[src/rtl/sort3_pipe.sv]
// Three-stage pipelined sorter for a triple of samples with valid/ready flow control.
// Optional SORT3_PIPE_MEDIDX_EN adds oMedIdx, the input index of the median value.
module sort3_pipe #(
    parameter int WIDTH  = 8,
    parameter bit SIGNED = 1'b0
) (
    input  logic             iClk,
    input  logic             iRst,
    input  logic             iValid,
    output logic             oReady,
    input  logic [WIDTH-1:0] iNum1,
    input  logic [WIDTH-1:0] iNum2,
    input  logic [WIDTH-1:0] iNum3,
    output logic             oValid,
    input  logic             iReady,
    output logic [WIDTH-1:0] oMin,
    output logic [WIDTH-1:0] oMed,
    output logic [WIDTH-1:0] oMax
`ifdef SORT3_PIPE_MEDIDX_EN
    ,
    output logic [1:0]       oMedIdx
`endif
);

    logic                  adv;
    logic                  v1;
    logic                  v2;
    logic [2:0][WIDTH-1:0] s1;
    logic [2:0][WIDTH-1:0] s2;
    logic                  swap1;
    logic                  swap2;
    logic                  swap3;

    // Strict greater-than: equal values never swap, which keeps the sort stable.
    function automatic logic gt(input logic [WIDTH-1:0] a, input logic [WIDTH-1:0] b);
        if (SIGNED) return $signed(a) > $signed(b);
        else        return a > b;
    endfunction

    assign adv    = !oValid || iReady;
    assign oReady = adv;

    assign swap1 = gt(iNum1, iNum2);
    assign swap2 = gt(s1[1], s1[2]);
    assign swap3 = gt(s2[0], s2[1]);

    always_ff @(posedge iClk) begin
        if (iRst) begin
            v1     <= 1'b0;
            v2     <= 1'b0;
            oValid <= 1'b0;
            s1     <= '0;
            s2     <= '0;
            oMin   <= '0;
            oMed   <= '0;
            oMax   <= '0;
        end else if (adv) begin
            v1     <= iValid;
            v2     <= v1;
            oValid <= v2;

            s1[0]  <= swap1 ? iNum2 : iNum1;
            s1[1]  <= swap1 ? iNum1 : iNum2;
            s1[2]  <= iNum3;

            s2[0]  <= s1[0];
            s2[1]  <= swap2 ? s1[2] : s1[1];
            s2[2]  <= swap2 ? s1[1] : s1[2];

            oMin   <= swap3 ? s2[1] : s2[0];
            oMed   <= swap3 ? s2[0] : s2[1];
            oMax   <= s2[2];
        end
    end

`ifdef SORT3_PIPE_MEDIDX_EN
    logic [2:0][1:0] t1;
    logic [1:0][1:0] t2;

    // Index tags ride alongside the data; the max tag is never needed at the output.
    always_ff @(posedge iClk) begin
        if (iRst) begin
            t1      <= '0;
            t2      <= '0;
            oMedIdx <= 2'd0;
        end else if (adv) begin
            t1[0]   <= swap1 ? 2'd1 : 2'd0;
            t1[1]   <= swap1 ? 2'd0 : 2'd1;
            t1[2]   <= 2'd2;
            t2[0]   <= t1[0];
            t2[1]   <= swap2 ? t1[2] : t1[1];
            oMedIdx <= swap3 ? t2[0] : t2[1];
        end
    end
`endif

endmodule

[config.mk]
export PLATFORM = sky130hd
export DESIGN_NAME = sort3_pipe
export DESIGN_NICKNAME = d
export VERILOG_FILES = /design/src/rtl/sort3_pipe.sv
export SDC_FILE = /design/constraint.sdc
export NUM_CORES = 1
export LEC_CHECK = 0
export CAP_MARGIN = 20
export CORE_MARGIN = 4
export CORE_UTILIZATION = 35
export CTS_BUF_LIST = sky130_fd_sc_hd__clkbuf_2 sky130_fd_sc_hd__clkbuf_4 sky130_fd_sc_hd__clkbuf_8
export DETAILED_ROUTE_END_ITERATION = 8
export HOLD_SLACK_MARGIN = 0.03
export PLACE_DENSITY = 0.64
export RECOVER_POWER = 50
export SLEW_MARGIN = 10
export SYNTH_ARGS = -nofsm -noshare
export SYNTH_HDL_FRONTEND = slang
export SYNTH_SLANG_ARGS = --single-unit
[constraint.sdc]
create_clock -name iClk -period 4.6 [get_ports iClk]
set_input_delay 0.69 -clock iClk [delete_from_list [all_inputs] [get_ports iClk]]
set_output_delay 0.69 -clock iClk [all_outputs]
set_load 0.005 [all_outputs]
==> qor.csv, run 1 <==
metric,value,unit
status,finished with violations,
failing checks,"max-capacitance violations, max-slew violations",
"Req. time, crit path",4730,ps
cell taking the most area after synthesis,dfxtp_1,
Hold Path Class,flip-flop to flip-flop,
clk buf depth,2,
area grow syn2layout,17.98,%
TritonCTS Buffers,9,
reg-to-reg endpoint,s2[9]$_SDFFE_PP0P_,
core area,10890,µm²
Max Fclk,0.2935,GHz
drt wl/cell,14.43,µm
setup ws final,1192,ps
WP data arrival,3540,ps
worst-path cell chain,"dlygate4sd3_1, nor2b_2, buf_4, clkinv_2, clkbuf_2, nor2_1, a311oi_1",
cts hold-fix bufs,0,
slowest CP cell,clkbuf_2,
Worst path max stage delay,980,ps
FF-to-FF Start,oValid$_SDFFE_PP0P_,
cts repair resizes,0,
Pre-antenna DRT Iters,4,
Rows,38,
Worst Tran Pin Value,1609,ps
IO Port Bufs,53,
TNS Setup,0,ps
pin count of the biggest net entering global routing,90,
Max IR drop VDD,0.0001223,V
clock skew,8.160,ps
power density over the cells,356.2,nW/µm²
Period minus WS final,3408,ps
register area share after synthesis,0.3852,
Die Area,12890,µm²
DP HPWL,6.537,mm
post-route ant nets,0,
Final Power,1.638,mW
"Top FF cell, synth",dfxtp_1,
Yosys Warn Count,0,
Post-DP Area,4419,µm²
Diodes inserted,0,
nets,558,
crit start category,input pin,
Hold Path Sink,oMax[3]$_SDFFE_PP0P_,
Post-synth EDFFs,0,
Worst path top cell family by delay,buffers and inverters,
crit end category,flip-flop,
Worst-Skew Late Latency,350,ps
Setup Buffers After CTS,0,
Starting Density,0.3580,
worst path bufs/invs,4,
Leak Pwr,1.794,nW
worst reg2reg setup slack,1750,ps
Die H,113.5,µm
Boundary Pins,54,
relative slew slack,-0.07268,
cell with the most instances after synthesis,dfxtp_1,
"Clk pin slew, worst setup/hold paths",70,ps
Util after Layout,0.4223,
RSZ-0062 raised after global routing,no,
Mean Syn Cell Area,8.205,µm²
DRC errors left,0,
vias in the first global route,3272,
H-tree depth reported by CTS,3,
top cell type's share of synthesized area,0.3852,
cell count along the critical path,7,
number of distinct library cells after synthesis,26,
Hold Path Depth,2,
#FFs+latches synth,75,
vias per inst,5.409,
Clock Sinks,75,
die width,113.5,µm
Final setup viols,0,
Overflow after GRT,0,
GPL Wtd Cong,0.8131,
R2R depth,6,
final hold vios,0,
number of max-cap violations,2,
Post-Synthesis Cells,475,
commonest cells in the synthesized netlist,"dfxtp_1, nand2_1, nor2_1, a311oi_1, nand3_1",
Via Count,3521,
Synth area leaders,"dfxtp_1, a311oi_1, ha_1, nand3_1, nand2_1",
initial detailed-routing violation count,242,
share of layout cells above drive strength 1,0.07632,
CP Max Fanout,89,
Min-Delay Startpoint,oMax[3]$_SDFFE_PP0P_,
antenna violations before repair,0,
pre-CTS WS,1406,ps
DRT Wirelength,9.397,mm
all-layer global routing usage,0.1481,
first-pass GRT wire length,15.82,mm
critical path type,input pin to flip-flop,
CTS tree,yes,
Synth async-reset ratio,0,
Final Cycle Share,0.7408,
Pins Over Slew Limit,90,
root buffer cell,clkbuf_8,
Syn Nets,527,
"Design Area, Final",4598,µm²
Mapped Area,3897,µm²
kinds of logic after synthesis:
family,after synthesis,share of synthesized area
AOI/OAI and AO/OA,146,0.2552
adders and majority gates,24,0.07705
buffers and inverters,61,0.07672
DFF,75,0.3852
and+or+nand+nor,169,0.2058
flip-flops by register name (all words and copies together), names as in the netlist:
signal	cells
oValid	1
v2	1
s1	24
oMed	8
v1	1
oMin	8
s2	24
oMax	8
metal layers:
layer	wire (µm)	up-vias	GRT usage
met2	4354	83	0.2269
met1	4516	1646	0.2081
met4	114	0	0.04407
met3	412	13	0.03395
met5	0	-	0
li1	-	1779	-
placed cells by master (no fill, tap or decap), drive strengths merged:
cell            n
inv            24
a21oi          35
ha             24
dlygate4sd3    26
clkinv          2
clkdlybuf4s50  26
a311oi         48
o21ai          54
nand3          48
o211ai          3
nand2          55
clkbuf         16
buf             3
nor2b           7
dfxtp          75
nor2           53
a211o           3
nand4           6
a211oi          3
metrics by stage:
step	instances	hold WS (ps)
floorplan	475	432.1
global placement	635	439.8
detailed placement	635	445.2
CTS	651	455.3
global route	651	463.0
finish	651	449.9
worst register-to-register path, delay by kind of cell (launching register included):
| kind | cells | cell delay [ps] |
|---|---|---|
| buffers and inverters | 3 | 1700 |
| flip-flops | 1 | 320 |
| AND/OR/NAND/NOR | 2 | 530 |
| AO/OA/AOI/OAI | 1 | 100 |
where the power goes:
part           internal (mW)  leakage, nW  switching (mW)
Combinational          0.156         1.07           0.222
Sequential             0.710        0.617          0.0494
Clock                  0.267        0.107           0.233
worst max-delay path by stage:
stage / to / startpoint / slack, ps
2_1_floorplan: oReady / iReady / 2470
3_3_place_gp: oReady / iReady / 1400
3_5_place_dp: oReady / iReady / 1410
4_1_cts: oReady / iReady / 1390
5_1_grt: s2[9]$_SDFFE_PP0P_ / iReady / 840
6_report: s2[9]$_SDFFE_PP0P_ / iReady / 1190
final cells by class:
type                       count  area (µm²)
sequential                    75        1501
fill                        1127        6290
inverter                      25       95.09
clock buffer                  15       193.9
clock inverter                 1       5.005
tap                          140       175.2
multi-input combinational    339        2082
timing repair buffer          56       545.5
Note: power is estimated with default switching activity, not from simulation.
==> run 2: changes to the inputs <==
==> constraint.sdc (replaced) <==
create_clock -name iClk -period 3.3 [get_ports iClk]
set_input_delay 0.495 -clock iClk [delete_from_list [all_inputs] [get_ports iClk]]
set_output_delay 0.495 -clock iClk [all_outputs]
set_load 0.005 [all_outputs]
==> run 2 against run 1 <==
Net effect:
- the flow now finishes without violations
- final area did not move
- clock skew is 2.0 ps lower
- critical path depth down 3
- sequential share of layout area unchanged
- clock power is 28% higher
- highest routed layer unchanged
- sequential cell count unchanged
- core utilization stayed put
- wire length is 2.1% lower
- global-route usage fell by 0.099 points
- largest cell class unchanged
- combinational power grew 43%
- first-iteration DRC count is 33% lower
- die area stayed put
==> qor.csv, run 2 (same netlist as run 1, synthesis figures left out) <==
metric,value,unit
power density over the cells,487.0,nW/µm²
Diodes inserted,0,
H-tree depth reported by CTS,3,
all-layer global routing usage,0.1471,
Util after Layout,0.4223,
vias in the first global route,3234,
critical path type,input pin to primary output,
Setup Buffers After CTS,0,
crit end category,primary output,
root buffer cell,clkbuf_8,
clock skew,6.165,ps
TNS Setup,0,ps
antenna violations before repair,0,
cts repair resizes,0,
relative slew slack,0.2432,
Final Cycle Share,0.8138,
"commonest cells after routing, fill and taps aside","dfxtp_1, nand2_1, nor2_1",
"Req. time, crit path",2800,ps
largest registers,"s1 (24), s2 (24)",
IO Port Bufs,53,
"Clk pin slew, worst setup/hold paths",70,ps
met2 usage,0.2207,
Die H,113.5,µm
share of layout cells above drive strength 1,0.07451,
initial detailed-routing violation count,163,
pre-CTS WS,573.5,ps
clk buf depth,2,
Max IR drop VDD,0.0001686,V
Starting Density,0.3580,
Max Fclk,0.3724,GHz
grt met1 use,0.2005,
post-route ant nets,0,
setup ws final,614.4,ps
Final Non-Filler Cells,650,
worst-path cell chain,"dlygate4sd3_1, nor2b_1, clkinv_2, clkdlybuf4s50_1",
dpl cells,635,
number of max-cap violations,0,
drt wl/cell,14.16,µm
status,"complete, no violations",
Via Count,3425,
crit start category,input pin,
Final Power,2.239,mW
Pins Over Slew Limit,0,
slowest CP cell,clkdlybuf4s50_1,
cts hold-fix bufs,0,
CP Max Fanout,34,
GR met3 Demand/Resource,0.03660,
Clock Sinks,75,
"commonest non-fill, non-tap cell in the layout",dfxtp_1,
Worst path top cell family by delay,buffers and inverters,
vias per inst,5.269,
Period minus WS final,2686,ps
die width,113.5,µm
Final setup viols,0,
DP HPWL,6.563,mm
Hold Path Class,flip-flop to flip-flop,
Worst Tran Pin Value,1135,ps
RSZ-0062 raised after global routing,no,
most used routing layer,met2,
TritonCTS Buffers,9,
DRC errors left,0,
"Design Area, Final",4598,µm²
WP data arrival,2190,ps
pin count of the biggest net entering global routing,91,
GPL Wtd Cong,0.8213,
Pre-antenna DRT Iters,4,
area grow syn2layout,17.98,%
Die Area,12890,µm²
DRT Wirelength,9.202,mm
final hold vios,0,
core area,10890,µm²
Worst-Skew Late Latency,360,ps
Overflow after GRT,0,
Boundary Pins,54,
Worst path max stage delay,580,ps
Leak Pwr,1.786,nW
first-pass GRT wire length,15.52,mm
CTS tree,yes,
nets,558,
worst path bufs/invs,3,
Rows,38,
worst hold slack,448.1,ps
Post-DP Area,4432,µm²
-- run 2: cell count changes in the layout (fill, tap and decap cells not counted), sizes merged --
| cell | previous run | this run |
|---|---|---|
| clkbuf | 16 | 14 |
| clkinvlp | 0 | 1 |
-- run 2: report_power, final --
part | total [mW] | internal, mW | switching (mW) | leakage (nW)
sequential | 1.06 | 0.990 | 0.0684 | 0.617
clock | 0.640 | 0.314 | 0.327 | 0.0898
combinational | 0.541 | 0.223 | 0.318 | 1.08
-- run 2: metal layers --
layer	wire, µm	part of all wire	up-vias
li1	-	-	1782
met3	443	0.048	16
met2	4033	0.44	68
met4	219	0.024	0
met5	0	0	-
met1	4505	0.49	1559
-- run 2: worst reg2reg max path, cell delays in order (launching register included) --
cell and delay, ps:
dfxtp_1 410, inv_1 70, ha_1 290, nor2b_1 170, o211ai_2 130, a211oi_4 570
o21ai_0 180, a311oi_1 290
-- run 2: path summary, 6_finish.rpt --
check                             from                   end  slack, ps  depth (start not counted)
setup / recovery                iReady                oReady        610                          4
hold / removal    oMax[3]$_SDFFE_PP0P_  oMax[3]$_SDFFE_PP0P_        450                          2
setup reg to reg    s2[9]$_SDFFE_PP0P_  oMin[0]$_SDFFE_PP0P_       1100                          7
hold reg to reg   oMax[3]$_SDFFE_PP0P_  oMax[3]$_SDFFE_PP0P_        450                          2
-- run 2: cell type report --
| class | instances | area (µm²) |
|---|---|---|
| well taps | 140 | 175.2 |
| clock buffers | 13 | 160.2 |
| multi-input cells | 339 | 2097 |
| clock inverters | 2 | 12.51 |
| flip-flops and latches | 75 | 1501 |
| repair buffers | 56 | 556.8 |
| fillers | 1138 | 6290 |
| inverters | 25 | 95.09 |
